## src/rtl/pipe_lane_adder.sv

```systemverilog
// Flow-controlled, multi-lane pipelined adder: each lane adds the upper and lower halves of its input slice.
// Optional per-lane carry-out is enabled by defining PIPE_LANE_ADDER_CARRY_EN.
module pipe_lane_adder #(
    parameter int WIDTH  = 32,
    parameter int LANES  = 1,
    parameter int STAGES = 3
) (
    input  logic                           clk,
    input  logic                           rst_n,
    input  logic                           in_valid,
    output logic                           in_ready,
    input  logic [LANES*2*WIDTH-1:0]       in_data,
    output logic                           out_valid,
    input  logic                           out_ready,
    output logic [LANES*WIDTH-1:0]         out_data,
    output logic [$clog2(STAGES+1)-1:0]    occupancy
`ifdef PIPE_LANE_ADDER_CARRY_EN
    ,
    output logic [LANES-1:0]               carry
`endif
);

    localparam int OCC_W = $clog2(STAGES + 1);
`ifdef PIPE_LANE_ADDER_CARRY_EN
    localparam int RES_W = WIDTH + 1;
`else
    localparam int RES_W = WIDTH;
`endif

    logic [STAGES-1:0]          valid_q;
    logic [STAGES-1:0]          adv;
    logic                       all_valid;
    logic [LANES*2*WIDTH-1:0]   operand_q;
    logic [LANES*RES_W-1:0]     result_q [1:STAGES-1];
    logic [LANES*RES_W-1:0]     sum;

    // A stage may advance unless it and every stage downstream of it are full and the consumer stalls.
    always_comb begin
        all_valid = 1'b1;
        adv       = '0;
        for (int k = STAGES - 1; k >= 0; k--) begin
            all_valid = all_valid & valid_q[k];
            adv[k]    = out_ready | ~all_valid;
        end
    end

    assign in_ready = adv[0];

    always_comb begin
        sum = '0;
        for (int i = 0; i < LANES; i++) begin
            sum[i*RES_W +: RES_W] = RES_W'(operand_q[i*2*WIDTH + WIDTH +: WIDTH])
                                  + RES_W'(operand_q[i*2*WIDTH +: WIDTH]);
        end
    end

    always_comb begin
        occupancy = '0;
        for (int k = 0; k < STAGES; k++) begin
            occupancy = occupancy + OCC_W'(valid_q[k]);
        end
    end

    // Data registers only load when a valid word arrives, so idle stages keep their old contents.
    always_ff @(posedge clk or negedge rst_n) begin
        if (!rst_n) begin
            valid_q   <= '0;
            operand_q <= '0;
            for (int k = 1; k < STAGES; k++) begin
                result_q[k] <= '0;
            end
        end else begin
            if (adv[0]) begin
                valid_q[0] <= in_valid;
                if (in_valid) begin
                    operand_q <= in_data;
                end
            end
            if (adv[1]) begin
                valid_q[1] <= valid_q[0];
                if (valid_q[0]) begin
                    result_q[1] <= sum;
                end
            end
            for (int k = 2; k < STAGES; k++) begin
                if (adv[k]) begin
                    valid_q[k] <= valid_q[k-1];
                    if (valid_q[k-1]) begin
                        result_q[k] <= result_q[k-1];
                    end
                end
            end
        end
    end

    assign out_valid = valid_q[STAGES-1];

    always_comb begin
        out_data = '0;
        for (int i = 0; i < LANES; i++) begin
            out_data[i*WIDTH +: WIDTH] = result_q[STAGES-1][i*RES_W +: WIDTH];
        end
    end

`ifdef PIPE_LANE_ADDER_CARRY_EN
    always_comb begin
        carry = '0;
        for (int i = 0; i < LANES; i++) begin
            carry[i] = result_q[STAGES-1][i*RES_W + WIDTH];
        end
    end
`endif

endmodule

```

## config.mk

```make
export PLATFORM = sky130hd
export DESIGN_NAME = pipe_lane_adder
export DESIGN_NICKNAME = d
export VERILOG_FILES = /design/src/rtl/pipe_lane_adder.sv
export SDC_FILE = /design/constraint.sdc
export NUM_CORES = 1
export LEC_CHECK = 0
export CAP_MARGIN = 20
export CORE_ASPECT_RATIO = 1.25
export CORE_MARGIN = 5
export CORE_UTILIZATION = 50
export DETAILED_ROUTE_END_ITERATION = 8
export GPL_ROUTABILITY_DRIVEN = 1
export PLACE_DENSITY = 0.72
export SLEW_MARGIN = 10
export SYNTH_ARGS = -nofsm -noshare
export SYNTH_HDL_FRONTEND = slang
export SYNTH_SLANG_ARGS = --single-unit
```

## constraint.sdc

```tcl
create_clock -name clk -period 3.4 [get_ports clk]
set_input_delay 0.51 -clock clk [delete_from_list [all_inputs] [get_ports clk]]
set_output_delay 0.51 -clock clk [all_outputs]
set_load 0.01 [all_outputs]
```

==> results of run 1 <==
## through the flow
step	utilization, %	worst slack, ns	power, uW	cells	instance area (um2)
final	63.0	0.504	6330	850	8370
after global routing	63.0	0.320	6710	850	8370
after CTS	63.0	0.508	6400	850	8370
after detailed placement	58.3	0.533	4500	818	7750
after global placement	58.3	0.592	4430	818	7750
after floorplan	-	0.751	3870	594	6770
## cell type report
class | instances | area [um2] | share of cell area [%]
multi-input cells | 401 | 3140 | 37.6
well taps | 171 | 214 | 2.56
clock buffers | 25 | 526 | 6.28
clock inverters | 7 | 93.8 | 1.12
repair buffers | 108 | 1090 | 13.0
inverters | 7 | 26.3 | 0.314
flip-flops and latches | 131 | 3280 | 39.2
## cell families (layout without fill, tap and decap cells)
family | Yosys count | in the layout | synth area share [%]
flip-flops | 131 | 131 | 48.4
AND/OR/NAND/NOR | 130 | 130 | 9.11
AO/OA/AOI/OAI | 118 | 118 | 11.8
multiplexers | 97 | 97 | 16.1
buffers and inverters | 62 | 147 | 5.21
adder cells (fa/ha/maj) | 33 | 33 | 6.32
XOR/XNOR | 23 | 23 | 2.98
## sequential cells by signal, summed over array words and instances (netlist names)
register	count
operand_q	64
out_data	32
result_q	32
valid_q	3
## final timing paths
path | to | slack (ns)
worst max-delay path | result_q[60] | 0.50
worst min register to register | result_q[50] | 0.46
max in group asynchronous | operand_q[55] | 2.50
worst min-delay path | out_data[26] | 0.12
min in group clk | result_q[50] | 0.46
worst max register to register | result_q[60] | 0.50
## cell usage in the layout, fill, tap and decap left out, drive strengths merged, types with 15 or more instances in the layout
| master | n |
|---|---|
| nand2 | 61 |
| clkdlybuf4s50 | 102 |
| o21ai | 31 |
| mux2 | 97 |
| ha | 31 |
| a21o | 17 |
| nor2 | 15 |
| a21oi | 31 |
| clkbuf | 25 |
| dfrtp | 131 |
## metal layers
metal  vias to the layer above  part of all wire, %  GRT usage (%)
li1                       2238                    -              -
met1                      2284                   40           22.3
met2                       104                   54           33.4
met3                        23                  3.7           4.36
met4                         0                  1.9           7.44
met5                         -                    0              0
## power by group
part / switching [uW] / total [uW] / internal [uW]
Sequential: 284 / 2330 / 2040
Clock: 651 / 1870 / 1210
Combinational: 1020 / 2140 / 1130
## critical path: cells and delay by family, from the launching register on
| family | cells | cell delay [ns] |
|---|---|---|
| AO/OA/AOI/OAI | 7 | 1.57 |
| XOR/XNOR | 1 | 0.14 |
| adder cells (fa/ha/maj) | 2 | 0.65 |
| flip-flops | 1 | 0.38 |
## Yosys cell counts (2+ instances only)
cell type / number
sky130_fd_sc_hd__nand3_1: 8
sky130_fd_sc_hd__or2_2: 2
sky130_fd_sc_hd__ha_1: 31
sky130_fd_sc_hd__nand2b_1: 5
sky130_fd_sc_hd__nor2b_1: 2
sky130_fd_sc_hd__a211oi_1: 5
sky130_fd_sc_hd__xnor2_1: 10
sky130_fd_sc_hd__o211a_1: 2
sky130_fd_sc_hd__xor2_1: 13
sky130_fd_sc_hd__or3_1: 2
sky130_fd_sc_hd__mux2_2: 97
sky130_fd_sc_hd__a21oi_1: 31
sky130_fd_sc_hd__a31oi_1: 2
sky130_fd_sc_hd__clkbuf_1: 18
sky130_fd_sc_hd__a21boi_0: 2
sky130_fd_sc_hd__o31a_1: 2
sky130_fd_sc_hd__nor2_1: 15
sky130_fd_sc_hd__nor3_1: 9
sky130_fd_sc_hd__o31ai_1: 3
sky130_fd_sc_hd__o21ai_1: 4
sky130_fd_sc_hd__and2_1: 4
sky130_fd_sc_hd__nand4_1: 9
sky130_fd_sc_hd__o211ai_1: 2
sky130_fd_sc_hd__a31oi_4: 2
sky130_fd_sc_hd__buf_4: 32
sky130_fd_sc_hd__fa_1: 2
sky130_fd_sc_hd__and3_1: 8
sky130_fd_sc_hd__inv_1: 7
sky130_fd_sc_hd__or4_1: 2
sky130_fd_sc_hd__a21o_1: 17
sky130_fd_sc_hd__o21ai_0: 27
sky130_fd_sc_hd__dfrtp_1: 131
sky130_fd_sc_hd__nand2_1: 61
sky130_fd_sc_hd__o21a_1: 4
sky130_fd_sc_hd__buf_1: 5
sky130_fd_sc_hd__o21bai_1: 4
==> impl_summary.log, run 1 <==
[metrics] count of yosys warnings during synthesis: 0
[metrics] via count: 4649
[metrics] r2r worst-path depth: 10
[metrics] leading register cell type out of synthesis: sky130_fd_sc_hd__dfrtp_1
[metrics] clock net sink count: 131
[metrics] share of flip-flops with an asynchronous set or reset: 100%
[metrics] slowest CP cell: sky130_fd_sc_hd__fa_1
[metrics] number of buffers created by CTS: 17
[metrics] endpoint class of the critical path: flip-flop
[metrics] total number of H-tree levels: 4
[metrics] Synth top area share: 48.4%
[metrics] clock slew at reported path FFs: 0.06 ns
[metrics] flip-flop and latch count after synthesis: 131
[metrics] number of design-rule violations left by the first detailed-router iteration: 130
[metrics] Syn-to-layout area delta: 23.7%
[metrics] startpoint of the worst setup timing path: operand_q[0]
[metrics] ratio of cells with drive above 1 in the final layout: 21.5%
[metrics] remaining max-slew budget at the tightest pin: 53.6%
[metrics] Hold WC Path Type: input port to asynchronous set/reset pin
[metrics] Skew-Pair Late Insertion Delay: 0.42 ns
[metrics] Sum Neg Setup Slack: 0 ns
[metrics] post-cts repair resize count: 0
[metrics] floorplan die width: 114 um
[metrics] total congestion overflow: 0
[metrics] die outline area: 16000 um2
[metrics] synth unique cells: 50
[metrics] number of buffers inserted by port buffering: 103
[metrics] class of the most critical setup path: flip-flop to flip-flop
[metrics] cell chosen for the clock root: sky130_fd_sc_hd__clkbuf_16
[metrics] pin count of the biggest net entering global routing: 65
[metrics] peak per-stage delay on the critical path: 0.41 ns
[metrics] clock period minus final worst setup slack: 2.90 ns
[metrics] fin crit share: 85.2%
[metrics] drt wl/cell: 16.9 um
[metrics] Leakage Power: 0.00366 uW
[metrics] aggregate routed wire length: 14400 um
[metrics] Crit path arrival time: 3.17 ns
[metrics] top cells by area, synth: sky130_fd_sc_hd__dfrtp_1 (48%), sky130_fd_sc_hd__mux2_2 (16%), sky130_fd_sc_hd__ha_1 (5.7%)
[metrics] final setup fails: 0
[metrics] startpoint type of the worst setup path: flip-flop
[metrics] maximum clock skew at final layout: 0.00817 ns
[metrics] summed instance area of the synthesized netlist: 6770 um2
[metrics] via density per instance: 5.47
[metrics] Antenna Violating Nets Remaining: 0
[metrics] maximum capacitance violations: 0
[metrics] ports placed on the boundary: 104
[metrics] register area share after synthesis: 48.4%
[metrics] number of flops mapped to enable cells by yosys: 0
[metrics] GRT Total Usage: 19.0%
[metrics] critical-path maximum fanout: 5
[metrics] number of cells produced by synthesis: 594
[metrics] hold buffer count at cts: 0
[metrics] peak ir drop on the vdd network: 0.420 mV
[metrics] antenna violations before repair: 0
[metrics] HPWL after DPL: 10500 um
[metrics] Synth area leader: sky130_fd_sc_hd__dfrtp_1
[metrics] first-pass iteration count of the detailed router: 5
[metrics] hold slack final: 0.124 ns
[metrics] Chip Height: 140 um
[metrics] transition time of the tightest slew-check pin: 0.695 ns
[metrics] pwr/cell area: 756 nW/um2
[metrics] FILL cells: 1085
[metrics] TritonCTS clock tree: yes
[metrics] max-slew violation count: 0
[metrics] final routed DRC violation total: 0
[metrics] Rows: 47
[metrics] Core Box Area: 13300 um2
[metrics] vias in the first global route: 5060
[metrics] cells traversed along the worst timing path: ha_1 > fa_1 > a21o_1 > a221o_1 > a31o_4 > a31oi_4 > o221ai_2 > o211a_1 > xnor2_1 > o21ai_1
[metrics] Fmax achieved: 0.345 GHz
[metrics] synthesized net count: 695
[metrics] Final Hold Fails: 0
[metrics] first-pass GRT wire length: 24500 um
[metrics] Req. time, crit path: 3.68 ns
[metrics] Post-CTS Setup Inserts: 0
[metrics] startpoint of the lowest-slack register-to-register path: operand_q[0]
[metrics] routability cong.: 0.840
[metrics] number of nets in the final layout: 767
[metrics] maximum buffer depth of the clock tree: 2
[metrics] setup repair after global routing missed its margin: false
[metrics] number of antenna diodes: 0
[metrics] result of the run: finished, final reports clean
[metrics] starting utilization of the core area: 50.9%
[metrics] Post-Synthesis Mean Instance Area: 11.4 um2
(Power assumes the default switching activity.)
==> run 2: changes to the inputs <==
--- a/config.mk
+++ b/config.mk
@@ -6,12 +6,14 @@
 export NUM_CORES = 1
 export LEC_CHECK = 0
 export CAP_MARGIN = 20
+export CELL_PAD_IN_SITES_DETAIL_PLACEMENT = 1
+export CELL_PAD_IN_SITES_GLOBAL_PLACEMENT = 2
 export CORE_ASPECT_RATIO = 1.25
 export CORE_MARGIN = 5
-export CORE_UTILIZATION = 50
+export CORE_UTILIZATION = 36
 export DETAILED_ROUTE_END_ITERATION = 8
 export GPL_ROUTABILITY_DRIVEN = 1
-export PLACE_DENSITY = 0.72
+export PLACE_DENSITY = 0.78
 export SLEW_MARGIN = 10
 export SYNTH_ARGS = -nofsm -noshare
 export SYNTH_HDL_FRONTEND = slang
==> run 2 against run 1 <==
Effect of this change: sequential power is essentially flat; cell count is 7.3% higher; maximum frequency is 0.12% higher; first-iteration DRC count increased by 38%; sequential share of layout area is 0.46 points lower; via count increased by 0.95%; register-to-register slack hardly changed; cell area grew 1.2%; sequential cell count unchanged; critical path depth fell by 1; worst hold slack worse by 0.11 ns; global-route usage fell by 2.9 points; critical path type unchanged; critical endpoint is now result_q[59]; highest routed layer unchanged.
==> impl_summary.log, run 2 (synthesis gave the netlist of run 1 again) <==
[metrics] setup repair after global routing missed its margin: false
[metrics] final setup fails: 0
[metrics] ports placed on the boundary: 104
[metrics] Final Hold Fails: 0
[metrics] number of design-rule violations left by the first detailed-router iteration: 180
[metrics] maximum buffer depth of the clock tree: 2
[metrics] starting utilization of the core area: 36.3%
[metrics] aggregate routed wire length: 16400 um
[metrics] GRT Total Usage: 16.1%
[metrics] Req. time, crit path: 3.76 ns
[metrics] via count: 4693
[metrics] cells traversed along the worst timing path: ha_1 > a21o_1 > a21oi_1 > o21ai_1 > a2111oi_1 > nor3_2 > a31oi_4 > or4_1 > nand3_1
[metrics] number of buffers created by CTS: 17
[metrics] total number of H-tree levels: 4
[metrics] slowest CP cell: sky130_fd_sc_hd__or4_1
[metrics] clock net sink count: 131
[metrics] peak per-stage delay on the critical path: 0.53 ns
[metrics] top library cells by usage in the layout, fill and taps aside: sky130_fd_sc_hd__dfrtp_1 (131), sky130_fd_sc_hd__clkdlybuf4s50_1 (102), sky130_fd_sc_hd__mux2_2 (97)
[metrics] number of buffers inserted by port buffering: 103
[metrics] Skew-Pair Late Insertion Delay: 0.42 ns
[metrics] Hold WC Path Type: input port to asynchronous set/reset pin
[metrics] via density per instance: 5.15
[metrics] first-pass GRT wire length: 27900 um
[metrics] cell chosen for the clock root: sky130_fd_sc_hd__clkbuf_16
[metrics] maximum capacitance violations: 0
[metrics] ratio of cells with drive above 1 in the final layout: 21.5%
[metrics] Core Box Area: 18600 um2
[metrics] remaining max-slew budget at the tightest pin: 53.9%
[metrics] endpoint class of the critical path: flip-flop
[metrics] drt wl/cell: 18.0 um
[metrics] Syn-to-layout area delta: 25.2%
[metrics] r2r worst-path depth: 9
[metrics] hold buffer count at cts: 0
[metrics] pwr/cell area: 767 nW/um2
[metrics] pin count of the biggest net entering global routing: 65
[metrics] FILL cells: 2001
[metrics] Sum Neg Setup Slack: 0 ns
[metrics] final routed DRC violation total: 0
[metrics] max-slew violation count: 0
[metrics] portion of total power attributed to combinational logic: 33.6%
[metrics] Fmax achieved: 0.346 GHz
[metrics] result of the run: finished, final reports clean
[metrics] share of total power in sequential cells: 35.9%
[metrics] commonest non-fill, non-tap cell in the layout: sky130_fd_sc_hd__dfrtp_1
[metrics] peak ir drop on the vdd network: 0.406 mV
[metrics] class of the most critical setup path: flip-flop to flip-flop
[metrics] fin crit share: 85.1%
[metrics] flip-flop count of the largest register after layout: 64
[metrics] Buffers & Inverters on Critical Path: 0
[metrics] vias in the first global route: 5425
[metrics] Net Switching: 2060 uW
[metrics] total congestion overflow: 0
[metrics] antenna violations before repair: 0
[metrics] Post-CTS Setup Inserts: 0
[metrics] TritonCTS clock tree: yes
[metrics] die outline area: 21700 um2
[metrics] critical-path maximum fanout: 5
[metrics] register containing the most flip-flops in the final layout: operand_q
[metrics] number of antenna diodes: 0
[metrics] HPWL after DPL: 12100 um
[metrics] Antenna Violating Nets Remaining: 0
[metrics] Internal: 4440 uW
[metrics] post-cts repair resize count: 0
[metrics] first-pass iteration count of the detailed router: 5
[metrics] maximum clock skew at final layout: 0.0101 ns
[metrics] number of nets in the final layout: 768
[metrics] clock slew at reported path FFs: 0.06 ns
[metrics] transition time of the tightest slew-check pin: 0.691 ns
[metrics] hold slack final: 0.0116 ns
[metrics] Leakage Power: 0.00367 uW
[metrics] Chip Height: 163 um
[metrics] switching share of power: 31.6%
[metrics] Top delay family on crit path: simple AND/OR/NAND/NOR gates
[metrics] startpoint type of the worst setup path: flip-flop
[metrics] routability cong.: 0.777
[metrics] clock group share of total power: 30.5%
[metrics] Rows: 56
[metrics] Crit path depth: 9
[metrics] Crit path arrival time: 3.25 ns
[metrics] floorplan die width: 133 um
[metrics] clock period minus final worst setup slack: 2.89 ns
[run 2: final cells by class]
class / count / area, um2 / share of cell area (%)
well taps: 232 / 290 / 3.43
inverters: 7 / 26.3 / 0.310
flip-flops and latches: 131 / 3280 / 38.7
clock buffers: 21 / 460 / 5.43
repair buffers: 109 / 1100 / 13.0
clock inverters: 11 / 175 / 2.07
multi-input cells: 401 / 3140 / 37.1
[run 2: stage by stage]
step	utilization [%]	cell area, um2	total power [uW]	setup WS [ns]	std cells
floorplan	-	6770	3870	0.751	594
global placement	42.1	7840	4490	0.597	880
detailed placement	42.1	7840	4570	0.526	880
CTS	45.5	8470	6590	0.510	912
global route	45.5	8470	6900	0.333	912
finish	45.5	8470	6500	0.507	912
[run 2: layer usage]
metal	global-route usage (%)	wire, um	vias up	share of wire, %
li1	-	-	2245	-
met1	19.1	6990	2356	43
met2	29.1	8770	73	53
met3	3.17	423	19	2.6
met4	5.48	256	0	1.6
met5	0	0	-	0
[run 2: power groups by stage]
| stage | combinational (uW) | clock (uW) | sequential [uW] |
|---|---|---|---|
| global route | 2420 | 2090 | 2400 |
| finish | 2180 | 1980 | 2330 |
| floorplan | 1640 | 0 | 2240 |
| global placement | 2140 | 0 | 2350 |
| detailed placement | 2190 | 0 | 2370 |
| CTS | 2220 | 2020 | 2350 |
[run 2: final timing paths]
path | startpoint | end | slack (ns)
max | operand_q[1] | result_q[59] | 0.51
max reg2reg | operand_q[1] | result_q[59] | 0.51
min | rst_n | result_q[35] | 0.01
min reg2reg | result_q[50] | result_q[50] | 0.47
min in group clk | result_q[50] | result_q[50] | 0.47
max in group asynchronous | rst_n | out_data[21] | 2.34
